**src/rtl/ay_bus_pkg.sv**
```systemverilog
// ---------------------------------------------------------------------------
// ay_bus_pkg
// Shared types for the AY/YM (TurboSound) bus initiator:
//   bus_mode_e    - {BDIR,BC} encodings driven onto the AY bus
//   ay_req_t      - one queued register access {write, chip, reg_idx, data}
//   seq_state_e   - bus sequencer phase states
//   TS_SEL_PREFIX - upper 7 bits of the TurboSound chip-select latch value
//   mode_of()     - bus mode driven while in a given sequencer state
// ---------------------------------------------------------------------------
package ay_bus_pkg;

   typedef enum logic [1:0] {
      BUS_INACT = 2'b00,
      BUS_READ  = 2'b01,
      BUS_WRITE = 2'b10,
      BUS_LATCH = 2'b11
   } bus_mode_e;

   typedef struct packed {
      logic       write;
      logic       chip;
      logic [3:0] reg_idx;
      logic [7:0] data;
   } ay_req_t;

   localparam logic [6:0] TS_SEL_PREFIX = 7'h7F;

   typedef enum logic [2:0] {
      ST_IDLE,
      ST_SEL,
      ST_GAP1,
      ST_ADDR,
      ST_GAP2,
      ST_WR,
      ST_RD,
      ST_GAP3
   } seq_state_e;

   function automatic bus_mode_e mode_of(input seq_state_e s);
      case (s)
         ST_SEL, ST_ADDR: return BUS_LATCH;
         ST_WR:           return BUS_WRITE;
         ST_RD:           return BUS_READ;
         default:         return BUS_INACT;
      endcase
   endfunction

endpackage

```
**src/rtl/ay_req_fifo.sv**
```systemverilog
// ---------------------------------------------------------------------------
// ay_req_fifo
// First-word-fall-through request queue of ay_req_t entries.
//   CLK, RESET      - clock, asynchronous active-high reset (empties queue)
//   push_i / push_data_i - write an entry (caller guarantees not full)
//   pop_i           - drop the head entry (caller guarantees not empty)
//   head_o          - current head entry, valid whenever empty_o is low
//   full_o, empty_o - occupancy flags
// FIFO_DEPTH must be a power of two so the pointers wrap naturally.
// ---------------------------------------------------------------------------
module ay_req_fifo
   import ay_bus_pkg::*;
#(
   parameter int FIFO_DEPTH = 8
) (
   input  logic    CLK,
   input  logic    RESET,
   input  logic    push_i,
   input  ay_req_t push_data_i,
   input  logic    pop_i,
   output ay_req_t head_o,
   output logic    full_o,
   output logic    empty_o
);

   localparam int         AW      = $clog2(FIFO_DEPTH);
   localparam logic [AW:0] DEPTH_C = (AW+1)'(FIFO_DEPTH);

   ay_req_t       mem_q [FIFO_DEPTH];
   logic [AW-1:0] wr_ptr_q;
   logic [AW-1:0] rd_ptr_q;
   logic [AW:0]   count_q;

   // Storage carries no reset; only the pointers define what is valid.
   always_ff @(posedge CLK) begin
      if (push_i) begin
         mem_q[wr_ptr_q] <= push_data_i;
      end
   end

   always_ff @(posedge CLK or posedge RESET) begin
      if (RESET) begin
         wr_ptr_q <= '0;
         rd_ptr_q <= '0;
         count_q  <= '0;
      end else begin
         if (push_i) wr_ptr_q <= wr_ptr_q + 1'b1;
         if (pop_i)  rd_ptr_q <= rd_ptr_q + 1'b1;
         case ({push_i, pop_i})
            2'b10:   count_q <= count_q + 1'b1;
            2'b01:   count_q <= count_q - 1'b1;
            default: count_q <= count_q;
         endcase
      end
   end

   assign head_o  = mem_q[rd_ptr_q];
   assign full_o  = (count_q == DEPTH_C);
   assign empty_o = (count_q == '0);

endmodule

```
**src/rtl/ay_bus_sequencer.sv**
```systemverilog
// ---------------------------------------------------------------------------
// ay_bus_sequencer
// Bus-initiator for a dual AY/YM (TurboSound) block. Queues register
// read/write requests and plays them out as BDIR/BC/DA cycles paced by the
// PSG clock enable CE. A chip-select latch (8'hFE|chip) is emitted only when
// the target chip differs from the last one selected.
//   CLK, RESET  - system clock, asynchronous active-high reset
//   CE          - PSG clock enable; every phase length is counted in CE pulses
//   req_*       - request handshake (accepted on req_valid & req_ready)
//   rsp_valid/rsp_data - one-CLK pulse with read data; data held until next read
//   BDIR, BC, DA_out   - registered AY bus outputs; DA_in - data from the AY
//   busy        - queue non-empty or a bus sequence in progress
// ---------------------------------------------------------------------------
module ay_bus_sequencer
   import ay_bus_pkg::*;
#(
   parameter int FIFO_DEPTH = 8,
   parameter int HOLD_CE    = 1
) (
   input  logic       CLK,
   input  logic       RESET,
   input  logic       CE,
   input  logic       req_valid,
   output logic       req_ready,
   input  logic       req_write,
   input  logic       req_chip,
   input  logic [3:0] req_reg,
   input  logic [7:0] req_data,
   output logic       rsp_valid,
   output logic [7:0] rsp_data,
   output logic       BDIR,
   output logic       BC,
   output logic [7:0] DA_out,
   input  logic [7:0] DA_in,
   output logic       busy
);

   localparam logic [3:0] LAST_PULSE = 4'(HOLD_CE - 1);

   seq_state_e state_q, state_d;
   logic [3:0] cnt_q, cnt_d;
   logic       cur_chip_q, cur_chip_d;
   ay_req_t    req_q, req_d;
   bus_mode_e  mode_q, mode_d;
   logic [7:0] da_q, da_d;
   logic       rsp_valid_q, rsp_valid_d;
   logic [7:0] rsp_data_q, rsp_data_d;

   ay_req_t    push_req;
   ay_req_t    head;
   logic       fifo_full;
   logic       fifo_empty;
   logic       push;
   logic       pop;
   logic       phase_last;

   assign push_req  = {req_write, req_chip, req_reg, req_data};
   assign req_ready = !fifo_full;
   assign push      = req_valid & req_ready;

   ay_req_fifo #(
      .FIFO_DEPTH (FIFO_DEPTH)
   ) u_fifo (
      .CLK         (CLK),
      .RESET       (RESET),
      .push_i      (push),
      .push_data_i (push_req),
      .pop_i       (pop),
      .head_o      (head),
      .full_o      (fifo_full),
      .empty_o     (fifo_empty)
   );

   assign phase_last = (cnt_q == LAST_PULSE);

   always_comb begin
      state_d     = state_q;
      cnt_d       = cnt_q;
      cur_chip_d  = cur_chip_q;
      req_d       = req_q;
      pop         = 1'b0;
      rsp_valid_d = 1'b0;
      rsp_data_d  = rsp_data_q;

      if (CE) begin
         case (state_q)
            // GAP3 shares the IDLE start logic so queued requests run back-to-back.
            ST_IDLE, ST_GAP3: begin
               cnt_d = '0;
               if (!fifo_empty) begin
                  pop     = 1'b1;
                  req_d   = head;
                  state_d = (head.chip != cur_chip_q) ? ST_SEL : ST_ADDR;
               end else begin
                  state_d = ST_IDLE;
               end
            end
            ST_SEL: begin
               if (phase_last) begin
                  state_d    = ST_GAP1;
                  cnt_d      = '0;
                  cur_chip_d = req_q.chip;
               end else begin
                  cnt_d = cnt_q + 4'd1;
               end
            end
            ST_GAP1: state_d = ST_ADDR;
            ST_ADDR: begin
               if (phase_last) begin
                  state_d = ST_GAP2;
                  cnt_d   = '0;
               end else begin
                  cnt_d = cnt_q + 4'd1;
               end
            end
            ST_GAP2: state_d = req_q.write ? ST_WR : ST_RD;
            ST_WR: begin
               if (phase_last) begin
                  state_d = ST_GAP3;
                  cnt_d   = '0;
               end else begin
                  cnt_d = cnt_q + 4'd1;
               end
            end
            // Read data is captured on the final CE of the READ phase.
            ST_RD: begin
               if (phase_last) begin
                  state_d     = ST_GAP3;
                  cnt_d       = '0;
                  rsp_valid_d = 1'b1;
                  rsp_data_d  = DA_in;
               end else begin
                  cnt_d = cnt_q + 4'd1;
               end
            end
            default: state_d = ST_IDLE;
         endcase
      end

      // Bus outputs are registered from the next state so they change on the
      // same edge as the phase and stay constant across it.
      mode_d = mode_of(state_d);
      case (state_d)
         ST_SEL:  da_d = {TS_SEL_PREFIX, req_d.chip};
         ST_ADDR: da_d = {4'h0, req_d.reg_idx};
         ST_WR:   da_d = req_d.data;
         default: da_d = 8'h00;
      endcase
   end

   always_ff @(posedge CLK or posedge RESET) begin
      if (RESET) begin
         state_q     <= ST_IDLE;
         cnt_q       <= '0;
         cur_chip_q  <= 1'b1;
         mode_q      <= BUS_INACT;
         da_q        <= 8'h00;
         rsp_valid_q <= 1'b0;
         rsp_data_q  <= 8'h00;
      end else begin
         state_q     <= state_d;
         cnt_q       <= cnt_d;
         cur_chip_q  <= cur_chip_d;
         mode_q      <= mode_d;
         da_q        <= da_d;
         rsp_valid_q <= rsp_valid_d;
         rsp_data_q  <= rsp_data_d;
      end
   end

   always_ff @(posedge CLK) begin
      req_q <= req_d;
   end

   assign BDIR      = mode_q[1];
   assign BC        = mode_q[0];
   assign DA_out    = da_q;
   assign rsp_valid = rsp_valid_q;
   assign rsp_data  = rsp_data_q;
   assign busy      = !fifo_empty || (state_q != ST_IDLE);

endmodule
```
**config.mk**
```make
export PLATFORM = sky130hd
export DESIGN_NAME = ay_bus_sequencer
export DESIGN_NICKNAME = d
export VERILOG_FILES = /design/src/rtl/ay_bus_pkg.sv /design/src/rtl/ay_req_fifo.sv /design/src/rtl/ay_bus_sequencer.sv
export SDC_FILE = /design/constraint.sdc
export NUM_CORES = 1
export LEC_CHECK = 0
export ABC_AREA = 0
export CORE_MARGIN = 4
export CORE_UTILIZATION = 40
export DETAILED_ROUTE_END_ITERATION = 10
export GPL_ROUTABILITY_DRIVEN = 0
export SLEW_MARGIN = 5
export SYNTH_ARGS = -nofsm -noshare
export SYNTH_HDL_FRONTEND = slang
export SYNTH_SLANG_ARGS = --single-unit
```
**constraint.sdc**
```tcl
create_clock -name CLK -period 3.01 [get_ports CLK]
set_clock_uncertainty 0.2 [all_clocks]
set_input_delay 0.602 -clock CLK [delete_from_list [all_inputs] [get_ports CLK]]
set_output_delay 0.602 -clock CLK [all_outputs]
set_load 0.05 [all_outputs]
```
=== After elaboration in Yosys (flattened, before gate mapping) ===
Memory sizes are Yosys's and may differ from the RTL's.
Cells that the tools add are included.
Widths: inputs -> output; s select.

* $add $sub $neg: 5
* Eq/ne operators: 15
* Muxes and demuxes: 24
* Bitwise logic cells: 2
* Reductions and logical operators: 17

{| class="wikitable"
|+ Operator list
! kind !! count
|-
| $mux 13 || 3
|-
| $pmux 8 s3 || 1
|-
| $eq 3x3->1 const B || 6
|-
| $pmux 3 s6 || 1
|-
| $pmux 4 s2 || 2
|-
| $mux 3 || 4
|-
| $eq 3x2->1 const B || 3
|-
| $reduce_and 3->1 || 3
|-
| $add 4x1->4 const B || 2
|-
| $logic_not 4->1 || 2
|-
| $mux 1 || 8
|-
| $add 3x1->3 const B || 2
|-
| $eq 3x1->1 const B || 2
|-
| $mux 2 || 3
|-
| $pmux 2 s3 || 1
|-
| $reduce_or 2->1 || 3
|-
| $eq 4x4->1 const B || 1
|-
| $mux 4 || 1
|-
| $reduce_bool 2->1 || 2
|-
| $reduce_or 4->1 || 1
|-
| $sub 4x1->4 const B || 1
|-
| $logic_not 3->1 || 1
|-
| $reduce_bool 3->1 || 1
|-
| $eq 2x1->1 const B || 1
|-
| 7 further kinds || 8
|}

* Bits in registers: 51
* RAM bits: 112
* Input port bits: 26
* Output and inout port bits: 21
* Logic and storage cells: 78
* Memories kept: 1

{| class="wikitable"
|+ Memories
! name !! depth !! bits a word !! rd ports !! clocked after memory_dff !! write ports !! RTL line !! source
|-
| u_fifo.mem_q || 8 || 14 || 1 || 0 || 1 || ay_req_fifo.sv:29 || <nowiki>ay_req_t mem_q [FIFO_DEPTH];</nowiki>
|}

=== Longest topological paths before layout ===
Gate-level depths: netlist of run 1.
An unclocked memory read counts as a cell.

* Depth after elaboration: 9
* Gate-level depth with buffers: 11
* Mapped depth without buffers: 10

=== Cells and area by module ===
A second synthesis of run 1 with hierarchy kept.

* Cell total of the unflattened synthesis: 400
* Area total of the unflattened synthesis: 6666.4 um^2

{| class="wikitable"
|+ By module, submodules not included
! module !! times used !! cells an instance !! area an instance (um^2) !! sequential area each (um^2)
|-
| ay_req_fifo || 1 || 223 || 4839.6 || 3613.5
|-
| ay_bus_sequencer || 1 || 177 || 1826.8 || 967.2
|}

=== Worst setup path after synthesis of run 1 ===
OpenSTA, ideal clock, no wires.

* Kind: register to register
* From: register u_fifo.count_q[0]
* To: memory u_fifo.mem_q[4][0] in the netlist's numbering (enable)
* Setup time: 0.427 ns
* Arrival time: 2.775 ns
* Required time: 2.383 ns
* Path slack: -0.391 ns
* Cell stages (with the launch flop): 5
* Path buffers: 0
* Period minus slack after synthesis: 3.401 ns
* Cell sequence: dfrtp_1 nor3_1 nand2_1 nand2_1 nor4b_1

* Word-level cells in the longest chain between the ends: 5

{| class="wikitable"
|+ Ends and longest elaborated chain
! element !! RTL line !! source
|-
| start, declared || ay_req_fifo.sv:32 || <nowiki>logic [AW:0] count_q;</nowiki>
|-
| start signal, assigned || ay_req_fifo.sv:50 || <nowiki>2'b10: count_q <= count_q + 1'b1;</nowiki>
|-
| start signal, assigned || ay_req_fifo.sv:51 || <nowiki>2'b01: count_q <= count_q - 1'b1;</nowiki>
|-
| start signal, assigned || ay_req_fifo.sv:52 || <nowiki>default: count_q <= count_q;</nowiki>
|-
| $eq 4x4->1 || ay_req_fifo.sv:58 || <nowiki>assign full_o = (count_q == DEPTH_C);</nowiki>
|-
| $logic_not 1->1 || ay_bus_sequencer.sv:58 || <nowiki>assign req_ready = !fifo_full;</nowiki>
|-
| net req_ready || ay_bus_sequencer.sv:24 || <nowiki>output logic req_ready,</nowiki>
|-
| $and 1x1->1 || ay_bus_sequencer.sv:59 || <nowiki>assign push = req_valid & req_ready;</nowiki>
|-
| $mux 1 || ay_req_fifo.sv:36 || <nowiki>if (push_i) begin</nowiki>
|-
| $mux 1 (not written as such) || ay_req_fifo.sv:37 || <nowiki>mem_q[wr_ptr_q] <= push_data_i;</nowiki>
|-
| end, declared || ay_req_fifo.sv:29 ||
|}

The timed path passes the listed nets, and every way through them passes these cells.

=== Worst setup path in the final report of run 1 ===
* From: register u_fifo.count_q[0]
* To: output req_ready

* Word-level cells in the longest chain between the ends: 2

{| class="wikitable"
|+ Ends and longest elaborated chain
! element !! RTL line
|-
| $eq 4x4->1 || ay_req_fifo.sv:58
|-
| $logic_not 1->1 || ay_bus_sequencer.sv:58
|-
| end, declared || ay_bus_sequencer.sv:24
|}

No other way between the ends.

==> results of run 1 <==
-- synth_stat cells (5+ instances only) --
cell type	instances
mux4_1	6
a21oi_1	13
o21ai_0	10
xnor2_1	6
mux4_2	22
mux2_2	26
ha_1	7
nor2_1	10
nand4_1	5
dfxtp_1	13
inv_1	10
clkbuf_1	8
nand2_1	10
nand3_1	13
dfrtp_1	36
mux2i_1	7
edfxtp_1	113
-- logic make-up after synthesis --
| group | count (synthesis) | synth area share (%) |
|---|---|---|
| buffers and inverters | 29 | 1.962 |
| multiplexers | 62 | 15.66 |
| XOR/XNOR | 9 | 1.189 |
| adder cells (fa/ha/maj) | 8 | 1.622 |
| AO/OA/AOI/OAI | 47 | 4.886 |
| AND/OR/NAND/NOR | 64 | 5.622 |
| flip-flops | 163 | 69.06 |
-- state kept, by name, indices dropped and copies added (netlist names), 3 cells and up --
| register | flops |
|---|---|
| DA_out | 8 |
| cnt_q | 4 |
| req_q | 14 |
| rsp_data | 8 |
| state_q | 3 |
| u_fifo.count_q | 4 |
| u_fifo.mem_q | 112 |
| u_fifo.rd_ptr_q | 3 |
| u_fifo.wr_ptr_q | 3 |
-- power by group through the flow --
| stage | Clock [mW] | Combinational (mW) | Sequential [mW] |
|---|---|---|---|
| 2_1_floorplan | 0 | 1.90 | 3.60 |
| 3_3_place_gp | 0 | 3.05 | 3.36 |
| 3_5_place_dp | 0 | 3.12 | 3.39 |
| 4_1_cts | 2.16 | 3.13 | 3.35 |
| 5_1_grt | 2.28 | 3.38 | 3.40 |
| 6_report | 2.11 | 3.09 | 3.33 |
-- critical path, delay by kind of cell (launching register included) --
kind          cells  cell delay (ns)
buf+inv           1             0.74
simple gates      2             0.40
flops             1             0.44
-- layout make-up --
cell class,count,area (um^2)
fillers,1279,7959
flip-flops and latches,163,4582
multi-input cells,190,1987
repair buffers,67,640.6
clock buffers,18,429.2
well taps,216,270.3
clock inverters,14,152.6
inverters,10,37.54
-- layer usage --
metal / routed length (um) / up-vias
met1: 5471 / 1825
met2: 6678 / 74
met3: 612 / 11
met4: 141 / 0
li1: - / 1637
met5: 0 / -
-- stage by stage --
stage               area [um^2]  hold slack, ns  util, %
floorplan                  6651          0.2189        -
global placement           7517          0.2515    46.81
detailed placement         7517          0.2590    46.81
CTS                        8099          0.2717    50.44
global route               8099          0.3039    50.44
finish                     8099          0.2651    50.44
-- worst min path at each step --
stage                     depth (start not counted)  startpoint  slack, ns    endpoint
final                                             2   req_q[12]       0.27  cur_chip_q
after global routing                              1   req_q[10]       0.30   req_q[10]
after CTS                                         2   req_q[12]       0.27  cur_chip_q
after detailed placement                          2   req_q[12]       0.26  cur_chip_q
after global placement                            2   req_q[12]       0.25  cur_chip_q
after floorplan                                   2   req_q[12]       0.22  cur_chip_q
==> metrics.md, run 1 <==
| Metric | Value |
|---|---|
| Area growth syn-to-layout | 22.11% |
| Iter 0 DRT Violations | 184 |
| Leak | 2.892 nW |
| Crit Path Max Fanout | 5 |
| Critical path's largest stage delay | 0.74 ns |
| Core Area | 16060 um^2 |
| Post-synth top area share | 51.16% |
| Yosys cell types | 54 |
| Via count | 3547 |
| Req. time, crit path | 2.21 ns |
| Max-cap viol count | 0 |
| Routed vias/inst | 5.232 |
| Top FF cell, synth | edfxtp_1 |
| R2r endpoint | DA_out[3] |
| Worst-Skew Late Latency | 0.42 ns |
| #FFs+latches synth | 163 |
| Final hold viol count | 0 |
| Slew at the pin closest to its max-slew limit | 0.5798 ns |
| Total power | 8.525 mW |
| First-pass GRT wire length | 20690 um |
| DRC viols | 0 |
| Worst R2R Setup Slack | 0.37 ns |
| Clock Tree Buf Depth | 2 |
| Detail Placement HPWL | 8037 um |
| Slew margin rel. | 61.18% |
| Total grt overflow | 0 |
| Place WS | 0.1609 ns |
| Sw Share | 34.21% |
| Int Pwr | 5.608 mW |
| Vias in the first global route | 3671 |
| Mapped Cells | 382 |
| Num CTS Buffers | 17 |
| Layout cell share with drive strength beyond 1 | 25.54% |
| Port Buffers | 46 |
| Clock share of power | 24.7% |
| Startpoint Class | flop |
| Sw Pwr | 2.916 mW |
| Placed insts | 646 |
| Leading cell type in the layout, fill and taps excluded | edfxtp_1 |
| Net count, final | 483 |
| Post-route setup slack | 0.2119 ns |
| Initial antenna violation count | 0 |
| GR peak layer | met2 |
| First drt pass iteration count | 4 |
| Syn_nets | 416 |
| Crit-path cells | nor3_1 -> nand2_1 -> clkdlybuf4s50_1 |
| Root Buffer Master | clkbuf_16 |
| CTS tree | yes |
| HP Class | reg -> reg |
| WS Path Type | reg -> out |
| Peak Freq | 357.4 MHz |
| Crit path from | u_fifo.count_q[0] |
| Combinational Power Share | 36.2% |
| Wire length per cell | 19.03 um |
| Avg Cell Area, Syn | 17.36 um^2 |
| Synthesis warning total | 0 |
| Met1 GRT Util | 19.28% |
| Site Rows | 46 |
| Worst Setup EP | req_ready |
| Die Height | 136.8 um |
| H-tree Lvls | 4 |
| Commonest non-fill, non-tap cells in the layout | edfxtp_1 (113), clkdlybuf4s50_1 (45), dfrtp_1 (35) |
| Hold Buf Count CTS | 0 |
| CP max-delay cell | clkdlybuf4s50_1 |
| Tmin final | 2.798 ns |
| RSZ-0062 raised after global routing | no |
| Launch point of the worst reg-to-reg path | cnt_q[0] |
| Sequential share of power | 39.1% |
| FFs w/ async S/R, synth | 22.70% |
| Final setup violation count | 0 |
| Grt met2 use | 25.33% |
| R2R depth | 9 |
| Worst VDD drop | 0.0006302 V |
| ANT nets after route | 0 |
| Main area contributors after synthesis | edfxtp_1 (51%), dfrtp_1 (14%), mux4_2 (7.5%) |
| CTS sink count | 163 |
| Drt total wl | 12900 um |
| Post-CTS setup buffer count | 0 |
| Post-CTS sizing | 0 |
| Die area | 18710 um^2 |
| Largest net degree at the start of global routing | 38 |
| Gr usage total | 15.09% |
| Ant. Diodes | 0 |
| Setup TNS | 0 ns |
| EDFF count, synth | 113 |
| I/O pins | 47 |
| Crit. End Element | primary output |
| Post-Syn Area | 6633 um^2 |
| Clk pin slew, worst setup/hold paths | 0.06 ns |
| Biggest area consumer among synthesized cells | edfxtp_1 |
| P per Cell Area | 1053 nW/um^2 |
| Crit share post-route | 92.96% |
| Initial core utilization | 41.30% |
| Final Max Tran Viols | 0 |
| Met3 Use GR | 4.338% |
| CP arrival | 2.00 ns |
| Final Non-Filler Cells | 678 |
| Sequential fraction of the synthesis area | 69.06% |
| Die width | 136.8 um |
| Status | complete, no violations |
(Power assumes the default switching activity.)
==> run 2, diff against run 1 <==
Settings changed: CORE_UTILIZATION 40 to 35.
==> run 2 against run 1 <==
Against the previous run:
- global-route usage is 2.2 points lower
- non-clock buffer count stayed put
- register-to-register slack worse by 0.07 ns
- power is 1.2% higher
- sequential share of layout area is 0.23 points lower
- fmax is 2.2% higher
- largest cell class unchanged
==> metrics.md, run 2 (synthesized netlist as in run 1, its figures left out) <==
| Metric | Value |
|---|---|
| CTS sink count | 163 (unchanged) |
| Max-cap viol count | 0 (unchanged) |
| Slew margin rel. | 60.18% (-1.0 points) |
| ANT nets after route | 0 (unchanged) |
| Dpl cell area | 7510 um^2 (about the same) |
| Leading cell type in the layout, fill and taps excluded | edfxtp_1 |
| WS Path Type | reg -> out |
| Worst R2R Setup Slack | 0.30 ns (-0.07 ns) |
| Num CTS Buffers | 17 (unchanged) |
| Post-CTS setup buffer count | 0 (unchanged) |
| Max reg flops | 112 (unchanged) |
| First-pass GRT wire length | 20980 um (+1.4%) |
| Port Buffers | 46 (unchanged) |
| Worst Setup EP | busy |
| Total grt overflow | 0 (unchanged) |
| Gr usage total | 12.90% (-2.2 points) |
| Iter 0 DRT Violations | 175 (-4.9%) |
| Site Rows | 50 (+8.7%) |
| Die area | 21220 um^2 (+13%) |
| Initial core utilization | 35.58% (-5.7 points) |
| Fill cell count | 1644 (+29%) |
| Most flops, register | u_fifo.mem_q |
| Peak Freq | 365.1 MHz (+2.2%) |
| Critical path's largest stage delay | 0.49 ns (-0.25 ns) |
| Worst hold margin | 0.2610 ns (-0.004147 ns) |
| Worst-Skew Late Latency | 0.42 ns (about the same) |
| CP max-delay cell | or3b_2 |
| Finished Cell Area | 8133 um^2 (+0.42%) |
| Initial antenna violation count | 0 (unchanged) |
| Wire length per cell | 18.92 um (-0.57%) |
| Crit. End Element | primary output |
| Crit Path Max Fanout | 5 (unchanged) |
| H-tree Lvls | 4 (unchanged) |
| Largest net degree at the start of global routing | 38 (unchanged) |
| Crit share post-route | 90.99% (-2.0 points) |
| Detail Placement HPWL | 8223 um (+2.3%) |
| Routed vias/inst | 5.039 (-3.7%) |
| Root Buffer Master | clkbuf_16 |
| Tmin final | 2.739 ns (-0.05917 ns) |
| Worst VDD drop | 0.0006188 V (-1.8%) |
| Slew at the pin closest to its max-slew limit | 0.5948 ns (+0.01495 ns) |
| Worst Min Path Start | req_q[12] |
| Req. time, crit path | 2.21 ns (about the same) |
| Regs by FF count | u_fifo.mem_q (112), req_q (14) |
| HP Class | reg -> reg |
| Clk pin slew, worst setup/hold paths | 0.06 ns (about the same) |
| Drt total wl | 13170 um (+2.1%) |
| Via count | 3507 (-1.1%) |
| Final hold viol count | 0 (unchanged) |
| RSZ-0062 raised after global routing | no |
| Delay-heaviest family, CP | simple AND/OR/NAND/NOR gates |
| DRC viols | 0 (unchanged) |
| Leak | 2.894 nW (about the same) |
| Crit path buf inv count | 1 (unchanged) |
| Vias in the first global route | 3706 (+0.95%) |
| Crit path from | state_q[2] |
| CTS tree | yes |
| R2R depth | 8 (-1) |
| Status | complete, no violations |
| Commonest non-fill, non-tap cells in the layout | edfxtp_1 (113), clkdlybuf4s50_1 (44), dfrtp_1 (35) |
| Die width | 145.7 um (+6.5%) |
| Launch point of the worst reg-to-reg path | cnt_q[0] |
| Final Max Tran Viols | 0 (unchanged) |
| Clock Tree Buf Depth | 2 (unchanged) |
| Worst hold path cell count | 2 (unchanged) |
| I/O pins | 47 (unchanged) |
| Ant. Diodes | 0 (unchanged) |
| Area growth syn-to-layout | 22.62% |
| Crit-path cells | or3_1 -> or3b_2 -> buf_4 |
| Layout cell share with drive strength beyond 1 | 25.97% (+0.43 points) |
| Die Height | 145.7 um (+6.5%) |
| Setup TNS | 0 ns (unchanged) |
| Final setup violation count | 0 (unchanged) |
| Startpoint Class | flop |
| P per Cell Area | 1061 nW/um^2 (+0.77%) |
| Crit path depth | 3 (unchanged) |
| Core Area | 18640 um^2 (+16%) |
| Net count, final | 483 (unchanged) |
| R2r endpoint | DA_out[1] |
| First drt pass iteration count | 4 (unchanged) |
| CP arrival | 1.94 ns (-0.06 ns) |
[run 2: changes by cell type in the layout (fill, tap and decap cells not counted), sizes merged]
cell           delta
clkinvlp          +1
inv               +4
bufinv            +1
dlymetal6s2s      +1
clkinv            -6
clkdlybuf4s50     -1
[run 2: how the worst min path moves through the flow]
stage | end | slack [ns]
floorplan | cur_chip_q | 0.22
global placement | cur_chip_q | 0.25
CTS | cur_chip_q | 0.26
finish | cur_chip_q | 0.26
detailed placement | cur_chip_q | 0.25
global route | req_q[1] | 0.29
[run 2: stage by stage]
step / std cells / utilization (%) / setup WS (ns) / total power [mW]
floorplan: 382 / - / 0.1256 / 5.495
global placement: 664 / 40.28 / 0.1954 / 6.373
detailed placement: 664 / 40.28 / 0.1264 / 6.455
CTS: 696 / 43.61 / 0.1385 / 8.739
global route: 696 / 43.62 / 0.06665 / 9.121
finish: 696 / 43.62 / 0.2711 / 8.626
[run 2: layout make-up]
| type | count | area (um^2) | area share, % |
|---|---|---|---|
| Clock buffer | 18 | 429.2 | 5.277 |
| Clock inverter | 14 | 191.4 | 2.354 |
| Inverter | 10 | 37.54 | 0.4615 |
| Multi-Input combinational cell | 190 | 1969 | 24.22 |
| Sequential cell | 163 | 4582 | 56.34 |
| Tap cell | 234 | 292.8 | 3.600 |
| Timing Repair Buffer | 67 | 630.6 | 7.754 |
[run 2: power by group]
group	internal, mW	total [mW]	switching [mW]
combinational	1.36	3.06	1.70
sequential	2.98	3.31	0.335
clock	1.34	2.25	0.914
[run 2: worst min-delay path: cells and delay by family, from the launching register on]
family	cells	cell delay [ns]
AO/OA/AOI/OAI	1	0.07
flip-flops	1	0.33
AND/OR/NAND/NOR	1	0.06
[run 2: what timing repair did]
item,CTS,global route
gates resized for setup,0,1
hold buffers,0,0
setup endpoints to repair,0,1
[run 2: per-layer routing]
metal	vias to the layer above	wire length, um	GRT usage, %
met4	0	50	2.991
met5	-	0	0
met1	1805	5959	16.55
li1	1642	-	-
met3	2	446	3.862
met2	58	6713	21.70
